[src/rtl/mem_rd_desc_walker_pkg.sv]
// Shared widths, descriptor packing and state encoding
// for the descriptor-driven read-request walker.
package mem_rd_desc_walker_pkg;

  localparam int ADDR_W_DEF      = 32;
  localparam int TX_SIZE_W_DEF   = 20;
  localparam int RD_LOOP_W_DEF   = 10;
  localparam int D_TYPE_W_DEF    = 2;
  localparam int DESC_ADDR_W_DEF = 4;

  // Packed MSB->LSB: {type, base, stride, tx_size, loop_max}
  localparam int DESC_W_DEF =
    D_TYPE_W_DEF + ADDR_W_DEF + ADDR_W_DEF +
    TX_SIZE_W_DEF + RD_LOOP_W_DEF;

  typedef enum logic [1:0] {
    S_IDLE   = 2'd0,
    S_LOAD   = 2'd1,
    S_ISSUE  = 2'd2,
    S_FINISH = 2'd3
  } walk_state_e;

endpackage

[src/rtl/mem_rd_desc_walker_desc_table.sv]
// Descriptor table: simple dual-port RAM, sync write,
// registered read that returns same-cycle write data.
module desc_table_ram
  import mem_rd_desc_walker_pkg::*;
#(
  parameter int W  = DESC_W_DEF,
  parameter int AW = DESC_ADDR_W_DEF
) (
  input  logic          clk,
  input  logic          wr_en,
  input  logic [AW-1:0] wr_addr,
  input  logic [W-1:0]  wr_data,
  input  logic [AW-1:0] rd_addr,
  output logic [W-1:0]  rd_data
);

  logic [W-1:0] mem_q [2**AW];
  logic [W-1:0] rd_data_q;

  always_ff @(posedge clk) begin
    if (wr_en) mem_q[wr_addr] <= wr_data;
    if (wr_en && wr_addr == rd_addr) rd_data_q <= wr_data;
    else rd_data_q <= mem_q[rd_addr];
  end

  assign rd_data = rd_data_q;

endmodule

[src/rtl/mem_rd_desc_walker.sv]
// Walks the descriptor table and issues strided
// read requests over a valid/ready handshake.
module mem_rd_desc_walker
  import mem_rd_desc_walker_pkg::*;
#(
  parameter int ADDR_W        = ADDR_W_DEF,
  parameter int BASE_ADDR_W   = ADDR_W,
  parameter int OFFSET_ADDR_W = ADDR_W,
  parameter int TX_SIZE_WIDTH = TX_SIZE_W_DEF,
  parameter int RD_LOOP_W     = RD_LOOP_W_DEF,
  parameter int D_TYPE_W      = D_TYPE_W_DEF,
  parameter int DESC_ADDR_W   = DESC_ADDR_W_DEF,
  parameter int DESC_W        = D_TYPE_W + BASE_ADDR_W +
    OFFSET_ADDR_W + TX_SIZE_WIDTH + RD_LOOP_W
) (
  input  logic                     clk,
  input  logic                     reset,
  input  logic                     cfg_wr_en,
  input  logic [DESC_ADDR_W-1:0]   cfg_wr_addr,
  input  logic [DESC_W-1:0]        cfg_wr_data,
  input  logic [DESC_ADDR_W:0]     cfg_num_desc,
  input  logic                     start,
  output logic                     busy,
  output logic                     done,
  output logic                     rd_req,
  input  logic                     rd_ready,
  output logic [ADDR_W-1:0]        rd_addr,
  output logic [TX_SIZE_WIDTH-1:0] rd_req_size,
  output logic [D_TYPE_W-1:0]      rd_type,
  output logic [DESC_ADDR_W-1:0]   rd_desc_idx,
  output logic [31:0]              rd_count
);

  localparam int LOOP_LSB = 0;
  localparam int TX_LSB   = LOOP_LSB + RD_LOOP_W;
  localparam int OFF_LSB  = TX_LSB + TX_SIZE_WIDTH;
  localparam int BASE_LSB = OFF_LSB + OFFSET_ADDR_W;
  localparam int TYPE_LSB = BASE_LSB + BASE_ADDR_W;

  walk_state_e state_q, state_d;
  logic [DESC_ADDR_W-1:0]   idx_q, idx_d;
  logic [DESC_ADDR_W:0]     num_q, num_d;
  logic [RD_LOOP_W-1:0]     cnt_q, cnt_d;
  logic [RD_LOOP_W-1:0]     loop_max_q, loop_max_d;
  logic [ADDR_W-1:0]        stride_q, stride_d;
  logic                     rd_req_q, rd_req_d;
  logic [ADDR_W-1:0]        rd_addr_q, rd_addr_d;
  logic [TX_SIZE_WIDTH-1:0] rd_size_q, rd_size_d;
  logic [D_TYPE_W-1:0]      rd_type_q, rd_type_d;
  logic [31:0]              rd_count_q, rd_count_d;

  logic [DESC_W-1:0]        desc;
  logic [DESC_ADDR_W:0]     idx_nxt;
  logic                     hs;
  logic                     tbl_we;

  assign tbl_we = cfg_wr_en && (state_q == S_IDLE);

  // Read address follows idx_d so the entry is ready
  // during the LOAD cycle.
  desc_table_ram #(
    .W  (DESC_W),
    .AW (DESC_ADDR_W)
  ) u_table (
    .clk     (clk),
    .wr_en   (tbl_we),
    .wr_addr (cfg_wr_addr),
    .wr_data (cfg_wr_data),
    .rd_addr (idx_d),
    .rd_data (desc)
  );

  assign hs      = rd_req_q && rd_ready;
  assign idx_nxt = {1'b0, idx_q} + (DESC_ADDR_W+1)'(1);

  always_comb begin
    state_d    = state_q;
    idx_d      = idx_q;
    num_d      = num_q;
    cnt_d      = cnt_q;
    loop_max_d = loop_max_q;
    stride_d   = stride_q;
    rd_req_d   = rd_req_q;
    rd_addr_d  = rd_addr_q;
    rd_size_d  = rd_size_q;
    rd_type_d  = rd_type_q;
    rd_count_d = rd_count_q;
    unique case (state_q)
      S_IDLE: begin
        if (start) begin
          rd_count_d = '0;
          num_d      = cfg_num_desc;
          idx_d      = '0;
          state_d    = (cfg_num_desc != '0) ?
                       S_LOAD : S_FINISH;
        end
      end
      S_LOAD: begin
        cnt_d      = '0;
        loop_max_d = desc[LOOP_LSB +: RD_LOOP_W];
        rd_size_d  = desc[TX_LSB +: TX_SIZE_WIDTH];
        stride_d   = ADDR_W'(desc[OFF_LSB +: OFFSET_ADDR_W]);
        rd_addr_d  = ADDR_W'(desc[BASE_LSB +: BASE_ADDR_W]);
        rd_type_d  = desc[TYPE_LSB +: D_TYPE_W];
        rd_req_d   = 1'b1;
        state_d    = S_ISSUE;
      end
      S_ISSUE: begin
        if (hs) begin
          rd_count_d = rd_count_q + 32'd1;
          unique case (1'b1)
            (cnt_q < loop_max_q): begin
              cnt_d     = cnt_q + RD_LOOP_W'(1);
              rd_addr_d = rd_addr_q + stride_q;
            end
            (cnt_q >= loop_max_q && idx_nxt < num_q): begin
              idx_d    = idx_nxt[DESC_ADDR_W-1:0];
              rd_req_d = 1'b0;
              state_d  = S_LOAD;
            end
            default: begin
              rd_req_d = 1'b0;
              state_d  = S_FINISH;
            end
          endcase
        end
      end
      S_FINISH: state_d = S_IDLE;
      default:  state_d = S_IDLE;
    endcase
  end

  always_ff @(posedge clk) begin
    if (reset) begin
      state_q    <= S_IDLE;
      idx_q      <= '0;
      num_q      <= '0;
      cnt_q      <= '0;
      loop_max_q <= '0;
      stride_q   <= '0;
      rd_req_q   <= 1'b0;
      rd_addr_q  <= '0;
      rd_size_q  <= '0;
      rd_type_q  <= '0;
      rd_count_q <= '0;
    end else begin
      state_q    <= state_d;
      idx_q      <= idx_d;
      num_q      <= num_d;
      cnt_q      <= cnt_d;
      loop_max_q <= loop_max_d;
      stride_q   <= stride_d;
      rd_req_q   <= rd_req_d;
      rd_addr_q  <= rd_addr_d;
      rd_size_q  <= rd_size_d;
      rd_type_q  <= rd_type_d;
      rd_count_q <= rd_count_d;
    end
  end

  assign busy        = (state_q == S_LOAD) ||
                       (state_q == S_ISSUE);
  assign done        = (state_q == S_FINISH);
  assign rd_req      = rd_req_q;
  assign rd_addr     = rd_addr_q;
  assign rd_req_size = rd_size_q;
  assign rd_type     = rd_type_q;
  assign rd_desc_idx = idx_q;
  assign rd_count    = rd_count_q;

endmodule

[config.mk]
export PLATFORM = sky130hd
export DESIGN_NAME = mem_rd_desc_walker
export DESIGN_NICKNAME = d
export VERILOG_FILES = /design/src/rtl/mem_rd_desc_walker_pkg.sv /design/src/rtl/mem_rd_desc_walker_desc_table.sv /design/src/rtl/mem_rd_desc_walker.sv
export SDC_FILE = /design/constraint.sdc
export NUM_CORES = 2
export LEC_CHECK = 0
export BUFFER_PORTS_ARGS = -buffer_cell sky130_fd_sc_hd__buf_4
export CAP_MARGIN = 20
export CORE_UTILIZATION = 40
export DETAILED_ROUTE_END_ITERATION = 12
export GPL_TIMING_DRIVEN = 0
export HOLD_SLACK_MARGIN = 0.06
export PLACE_DENSITY = 0.52
export SYNTH_ARGS = -nofsm -noshare
export SYNTH_HDL_FRONTEND = slang
export SYNTH_SLANG_ARGS = --single-unit
[constraint.sdc]
create_clock -name clk -period 13.68 [get_ports clk]
set_input_delay 0.684 -clock clk [delete_from_list [all_inputs] [get_ports clk]]
set_output_delay 0.684 -clock clk [all_outputs]
set_load 0.01 [all_outputs]
=== Yosys cells after proc, flatten, opt, wreduce, memory -nomap -nowiden ===
Memory sizes are Yosys's and may differ from the RTL's. A register that Yosys moved wholly into a read port is not among the register bits.
Index checks and enable logic that the tools add are counted.

* Multiplexer cells: 23
* $add $sub $neg: 4
* Reduce and logical (&&, ||, !) cells: 13
* Equality and inequality tests: 7
* Order comparisons: 3

{| class="wikitable"
|+ Operators with widths
! kind !! count
|-
| two-way mux 32 bit || 4
|-
| one-hot mux 32 bit (2 select lines) || 2
|-
| adder 32 x 1 -> 32 bit, second input constant || 1
|-
| adder 32 bit || 1
|-
| two-way mux 10 bit || 2
|-
| one-hot mux 10 bit (2 select lines) || 1
|-
| two-way mux 4 bit || 3
|-
| AND reduction 3 bit || 4
|-
| adder 10 x 1 -> 10 bit, second input constant || 1
|-
| >= comparator 10 bit || 1
|-
| less-than comparator 10 bit || 1
|-
| inequality test 2 bit, second input constant || 4
|-
| one-hot mux 2 bit (4 select lines) || 1
|-
| one-hot mux 4 bit (2 select lines) || 1
|-
| two-way mux 2 bit || 3
|-
| adder 4 x 1 -> 5 bit, second input constant || 1
|-
| less-than comparator 5 bit || 1
|-
| nonzero test 5 bit || 1
|-
| == test 2 bit, second input constant || 2
|-
| two-way mux 1 bit || 4
|-
| one-hot mux 2 bit (2 select lines) || 1
|-
| nonzero test 2 bit || 2
|-
| logical AND 1 bit || 3
|-
| == test 2 x 1 -> 1 bit, second input constant || 1
|-
| other kinds (4) || 4
|}

* Bits in writable memories: 1536
* Memories kept: 1
* Register bits after elaboration: 150
* Input port bits: 110
* Output and inout bits: 93
* Word-level logic and storage cells: 62

{| class="wikitable"
|+ Memory list
! name !! depth !! bits a word !! rd ports !! clocked after memory_dff !! write ports !! line !! source
|-
| u_table.mem_q || 16 || 96 || 1 || 1 || 1 || mem_rd_desc_walker_desc_table.sv:17 || <nowiki>logic [W-1:0] mem_q [2**AW];</nowiki>
|}

=== Longest topological paths before layout ===
* Depth after elaboration: 6
* Gate-level depth with buffers: 12
* Depth with buffers taken out: 12

=== Modules after synthesis ===
Synthesis repeated with hierarchy kept, for this count alone.

* Cells, all modules: 3320
* Area, all modules: 65656.7 sq um

{| class="wikitable"
|+ Modules (own cells, without submodules)
! module !! seq. area each (sq um) !! cells an instance !! area each (sq um) !! times used
|-
| desc_table_ram || 46204.3 || 2368 || 57513.9 || 1
|-
| mem_rd_desc_walker || 3002.9 || 952 || 8142.8 || 1
|}

=== Worst setup path after synthesis ===
Ideal clock, no wire load.

* Path type: register -> register
* Start point: reg state_q[0]
* End point: mem u_table.mem_q[0][0] (netlist name), enable pin
* Required time: 13.010 ns
* Cell stages (with the launch flop): 7
* Buffers on the path: 1
* Setup slack: 5.171 ns
* Data arrival time: 7.840 ns
* Cell sequence: dfxtp_1 > inv_1 > ha_1 > clkbuf_1 > nand2_1 > or3_1 > nor3_1

* Cells in the longest elaborated chain, start to end: 4

{| class="wikitable"
|+ Ends and longest elaborated chain
! element !! line !! source
|-
| start: declaration || mem_rd_desc_walker.sv:40 || <nowiki>walk_state_e state_q, state_d;</nowiki>
|-
| start signal: assignment || mem_rd_desc_walker.sv:147 || <nowiki>state_q <= state_d;</nowiki>
|-
| logical NOT 2 bit || mem_rd_desc_walker.sv:57 || <nowiki>assign tbl_we = cfg_wr_en && (state_q == S_IDLE);</nowiki>
|-
| logical AND 1 bit || mem_rd_desc_walker.sv:57 ||
|-
| two-way mux 1 bit || mem_rd_desc_walker_desc_table.sv:21 || <nowiki>if (wr_en) mem_q[wr_addr] <= wr_data;</nowiki>
|-
| two-way mux 1 bit (not written as such) || mem_rd_desc_walker_desc_table.sv:21 ||
|-
| end: declaration || mem_rd_desc_walker_desc_table.sv:17 ||
|}

No other way between the ends.

==> impl_table.tex <==
\begin{tabular}{lr}
\hline
Metric & Value \\
\hline
\multicolumn{2}{l}{\textbf{Flow run}} \\
Maximum capacitance violations & 0 \\
\multicolumn{2}{l}{\textbf{Route}} \\
Total Routed Length & 178,800 um \\
Number of DRC violations after detailed routing & 0 \\
Iteration-0 DRC Markers & 3,489 \\
Remaining antenna violation count & 0 \\
Detailed-route vias per instance & 5.618 \\
Number of vias in the routed layout & 33,410 \\
WL per Instance & 30.07 um \\
First-pass DRT Iterations & 5 \\
\multicolumn{2}{l}{\textbf{Power}} \\
Switching part of the total & 24.30\% \\
Portion of total power attributed to combinational logic & 11.2\% \\
Lkg Pwr & 24.77 nW \\
Post-layout total power & 11.89 mW \\
Switching component of the power & 2.889 mW \\
Sequential cell fraction of total power & 50.2\% \\
Internal & 8.999 mW \\
Worst IR Drop VDD & 0.0001343 V \\
Relative contribution of the clock network to total power & 38.6\% \\
Power density normalized to cell area & 152.6 mW/mm\^{}2 \\
\multicolumn{2}{l}{\textbf{Setup path}} \\
Cell repeated most along the worst path & sky130\_fd\_sc\_hd\_\_clkbuf\_1 \\
Critical Path Fanout Max & 10 \\
Largest delay share family, worst path & buffers and inverters \\
Endpoint type of the worst setup path & flip-flop \\
Arrival time reported for the critical path endpoint & 4.50 ns \\
Worst Path Buf+Inv & 5 \\
Launching element type of the critical path & flip-flop \\
Critical path cell sequence & buf\_2 -> clkbuf\_1 -> clkbuf\_1 -> buf\_8 -> clkbuf\_1 -> mux4\_2 -> mux4\_2 -> mux2i\_1 -> nor2\_1 \\
Critical path start-end classification & flip-flop to flip-flop \\
CP required & 14.29 ns \\
Max stage delay cell, worst path & sky130\_fd\_sc\_hd\_\_clkbuf\_1 \\
CP peak stage delay & 0.64 ns \\
\multicolumn{2}{l}{\textbf{Synth}} \\
Number of synthesized flops with an enable pin & 1,536 \\
Share of flip-flops with an asynchronous set or reset after synthesis & 0\% \\
Post-Synthesis Cells & 3,111 \\
Post-synthesis cell type count & 64 \\
Synth Net Count & 3,274 \\
Top cell type's share of synthesized area & 70.17\% \\
Total of warnings raised by yosys & 0 \\
Sequential share of the synthesized area & 74.86\% \\
Mapped Avg Cell Area & 21.13 sq um \\
Top cell types by occurrence after synthesis & sky130\_fd\_sc\_hd\_\_edfxtp\_1 (1,536), sky130\_fd\_sc\_hd\_\_mux4\_2 (480), sky130\_fd\_sc\_hd\_\_nor2\_1 (176) \\
Most common cell in the synthesized netlist & sky130\_fd\_sc\_hd\_\_edfxtp\_1 \\
Synthesized flop and latch total & 1,690 \\
Cell Area, Synth & 0.06573 sq mm \\
Largest cells by area after synthesis & sky130\_fd\_sc\_hd\_\_edfxtp\_1 (70\%), sky130\_fd\_sc\_hd\_\_mux4\_2 (16\%), sky130\_fd\_sc\_hd\_\_dfxtp\_1 (4.7\%) \\
Library cell occupying the most area in the post-synthesis netlist & sky130\_fd\_sc\_hd\_\_edfxtp\_1 \\
Main synth FF type & sky130\_fd\_sc\_hd\_\_edfxtp\_1 \\
\multicolumn{2}{l}{\textbf{STA}} \\
Setup Skew & 0.01703 ns \\
Post-route clock period utilization & 28.41\% \\
Max-slew violations & 0 \\
Final period demand of the worst path & 3.887 ns \\
Rel. slew slack & 21.65\% \\
RSZ-0062 raised after global routing & no \\
Final Hold Viols & 0 \\
Final setup TNS & 0 ns \\
Setup-failing EPs final & 0 \\
Pin slew with the least headroom to its limit & 1.175 ns \\
Achievable frequency & 257.3 MHz \\
\multicolumn{2}{l}{\textbf{Clock tree}} \\
TritonCTS clock tree & built \\
Clock-pin slew of the registers on the worst-case setup and hold paths & 0.06 ns \\
H-tree level count & 4 \\
Setup bufs post-CTS & 0 \\
Longest Clk Path Bufs & 3 \\
Clock latency on the worst-skew pair & 0.78 ns \\
Clk Tree Root Cell & sky130\_fd\_sc\_hd\_\_clkbuf\_16 \\
\# clock sinks & 1,690 \\
Number of clock buffers inserted by TritonCTS & 175 \\
Total of cells resized after clock tree synthesis & 0 \\
Quantity of hold-fixing buffers added after cts & 0 \\
\multicolumn{2}{l}{\textbf{Cells and area}} \\
Area growth from synthesis to layout & 18.48\% \\
Share of layout cells above drive strength 1 & 30.20\% \\
Number of nets in the finished design & 3,791 \\
Final non-filler cell total & 5,947 \\
\multicolumn{2}{l}{\textbf{Floorplan}} \\
I/O pin total & 203 \\
Chip Width & 407.4 um \\
Initial cell density of the core & 40.34\% \\
Area of the die & 0.1660 sq mm \\
Die height & 407.4 um \\
Std cell rows & 148 \\
Placeable core region & 0.1630 sq mm \\
\multicolumn{2}{l}{\textbf{Placed design}} \\
Port Buffer Count & 201 \\
HPWL after DPL & 120,700 um \\
Instance count after placement with tap cells included & 5,625 \\
Weighted congestion reported at the end of routability-driven placement & 0.8667 \\
\multicolumn{2}{l}{\textbf{Global route}} \\
Total congestion overflow & 0 \\
Wire length of the first global-routing pass & 252,500 um \\
Vias in the first global route & 34,260 \\
Largest net degree at the start of global routing & 22 \\
Initial antenna violation count & 13 \\
GRT Overall Usage & 21.46\% \\
\multicolumn{2}{l}{\textbf{Hold path}} \\
Path type of the worst min-delay path & input port to flip-flop \\
\multicolumn{2}{l}{\textbf{Outcome}} \\
Outcome & complete, no violations \\
\hline
\end{tabular}
==> power by group through the flow <==
stage                     Sequential, mW  Clock, mW  Combinational (mW)
after floorplan                     6.08          0               0.705
after global placement              6.12          0                1.25
after detailed placement            6.08          0                1.33
after CTS                           5.97       4.68                1.33
after global routing                5.98       4.87                1.44
final                               5.97       4.59                1.33
==> kinds of logic (layout without fill, tap and decap cells) <==
logic type	after synthesis	count (layout)	synth area share [%]
AND/OR/NAND/NOR	375	375	2.594
multiplexers	557	557	17.62
XOR/XNOR	55	55	0.7329
adder cells (fa/ha/maj)	53	53	1.020
flip-flops	1690	1690	74.86
AO/OA/AOI/OAI	196	196	2.004
other	0	1	0
buffers and inverters	185	845	1.163
==> path summary, 6_finish.rpt <==
kind	from	to	slack (ns)	cells after the start
setup reg to reg	flip-flop	stride_q[0]	9.79	9
hold / removal	cfg_num_desc[3]	num_q[3]	0.19	3
hold reg to reg	num_q[3]	num_q[3]	0.47	2
setup / recovery	flip-flop	stride_q[0]	9.79	9
==> registers in the layout, indices dropped and copies added (netlist names), named ones only <==
name / cells
u_table.mem_q: 1536
rd_req_size: 20
loop_max_q: 10
cnt_q: 10
state_q: 2
rd_type: 2
rd_req: 1
rd_desc_idx: 4
num_q: 5
stride_q: 32
rd_addr: 32
rd_count: 32
==> stage by stage <==
stage	util, %	hold WS (ns)	instance area (sq um)	setup slack (ns)
after global placement	42.93	0.4523	69960	-5.750
after global routing	47.79	0.1354	77880	9.619
after detailed placement	44.41	0.4526	72360	9.634
after CTS	47.78	0.1233	77860	9.601
after floorplan	-	0.4336	65730	5.171
final	47.79	0.1871	77880	9.793
==> routing by layer <==
layer  global-route usage [%]  up-vias  part of all wire [%]
met5                        0        -                 0.048
met4                    4.375       14                   1.6
met3                    4.906      206                   7.4
met2                    33.58     1139                    47
met1                    30.85    18070                    44
li1                         -    13980                     -
==> worst reg2reg max path, cell delays in order (launching register included) <==
cell,delay [ns]
sky130_fd_sc_hd__dfxtp_1,0.31
sky130_fd_sc_hd__buf_2,0.18
sky130_fd_sc_hd__clkbuf_1,0.46
sky130_fd_sc_hd__clkbuf_1,0.65
sky130_fd_sc_hd__buf_8,0.24
sky130_fd_sc_hd__clkbuf_1,0.65
sky130_fd_sc_hd__mux4_2,0.41
sky130_fd_sc_hd__mux4_2,0.57
sky130_fd_sc_hd__mux2i_1,0.19
sky130_fd_sc_hd__nor2_1,0.06
==> cell usage in the layout, fill, tap and decap left out, types with 29 or more instances in the layout <==
cell,instances
sky130_fd_sc_hd__edfxtp_1,1536
sky130_fd_sc_hd__mux4_2,480
sky130_fd_sc_hd__buf_4,202
sky130_fd_sc_hd__clkbuf_16,180
sky130_fd_sc_hd__nor2_1,164
sky130_fd_sc_hd__dfxtp_1,154
sky130_fd_sc_hd__clkbuf_1,137
sky130_fd_sc_hd__mux2i_1,74
sky130_fd_sc_hd__nand2_1,71
sky130_fd_sc_hd__a21oi_1,63
sky130_fd_sc_hd__ha_1,52
sky130_fd_sc_hd__buf_6,51
sky130_fd_sc_hd__buf_2,50
sky130_fd_sc_hd__buf_12,50
sky130_fd_sc_hd__clkinv_1,41
sky130_fd_sc_hd__xor2_1,34
sky130_fd_sc_hd__inv_1,30
sky130_fd_sc_hd__o21ai_0,29
==> area by class of cell <==
cell class | instances | area, sq um
clock inverters | 83 | 660.6
clock buffers | 237 | 4838
inverters | 31 | 116.4
plain buffers | 154 | 649.4
multi-input cells | 1236 | 15870
well taps | 2175 | 2721
repair buffers | 340 | 3814
diodes | 1 | 2.502
flip-flops and latches | 1690 | 49210
fillers | 13470 | 85080
(Power assumes the default switching activity.)
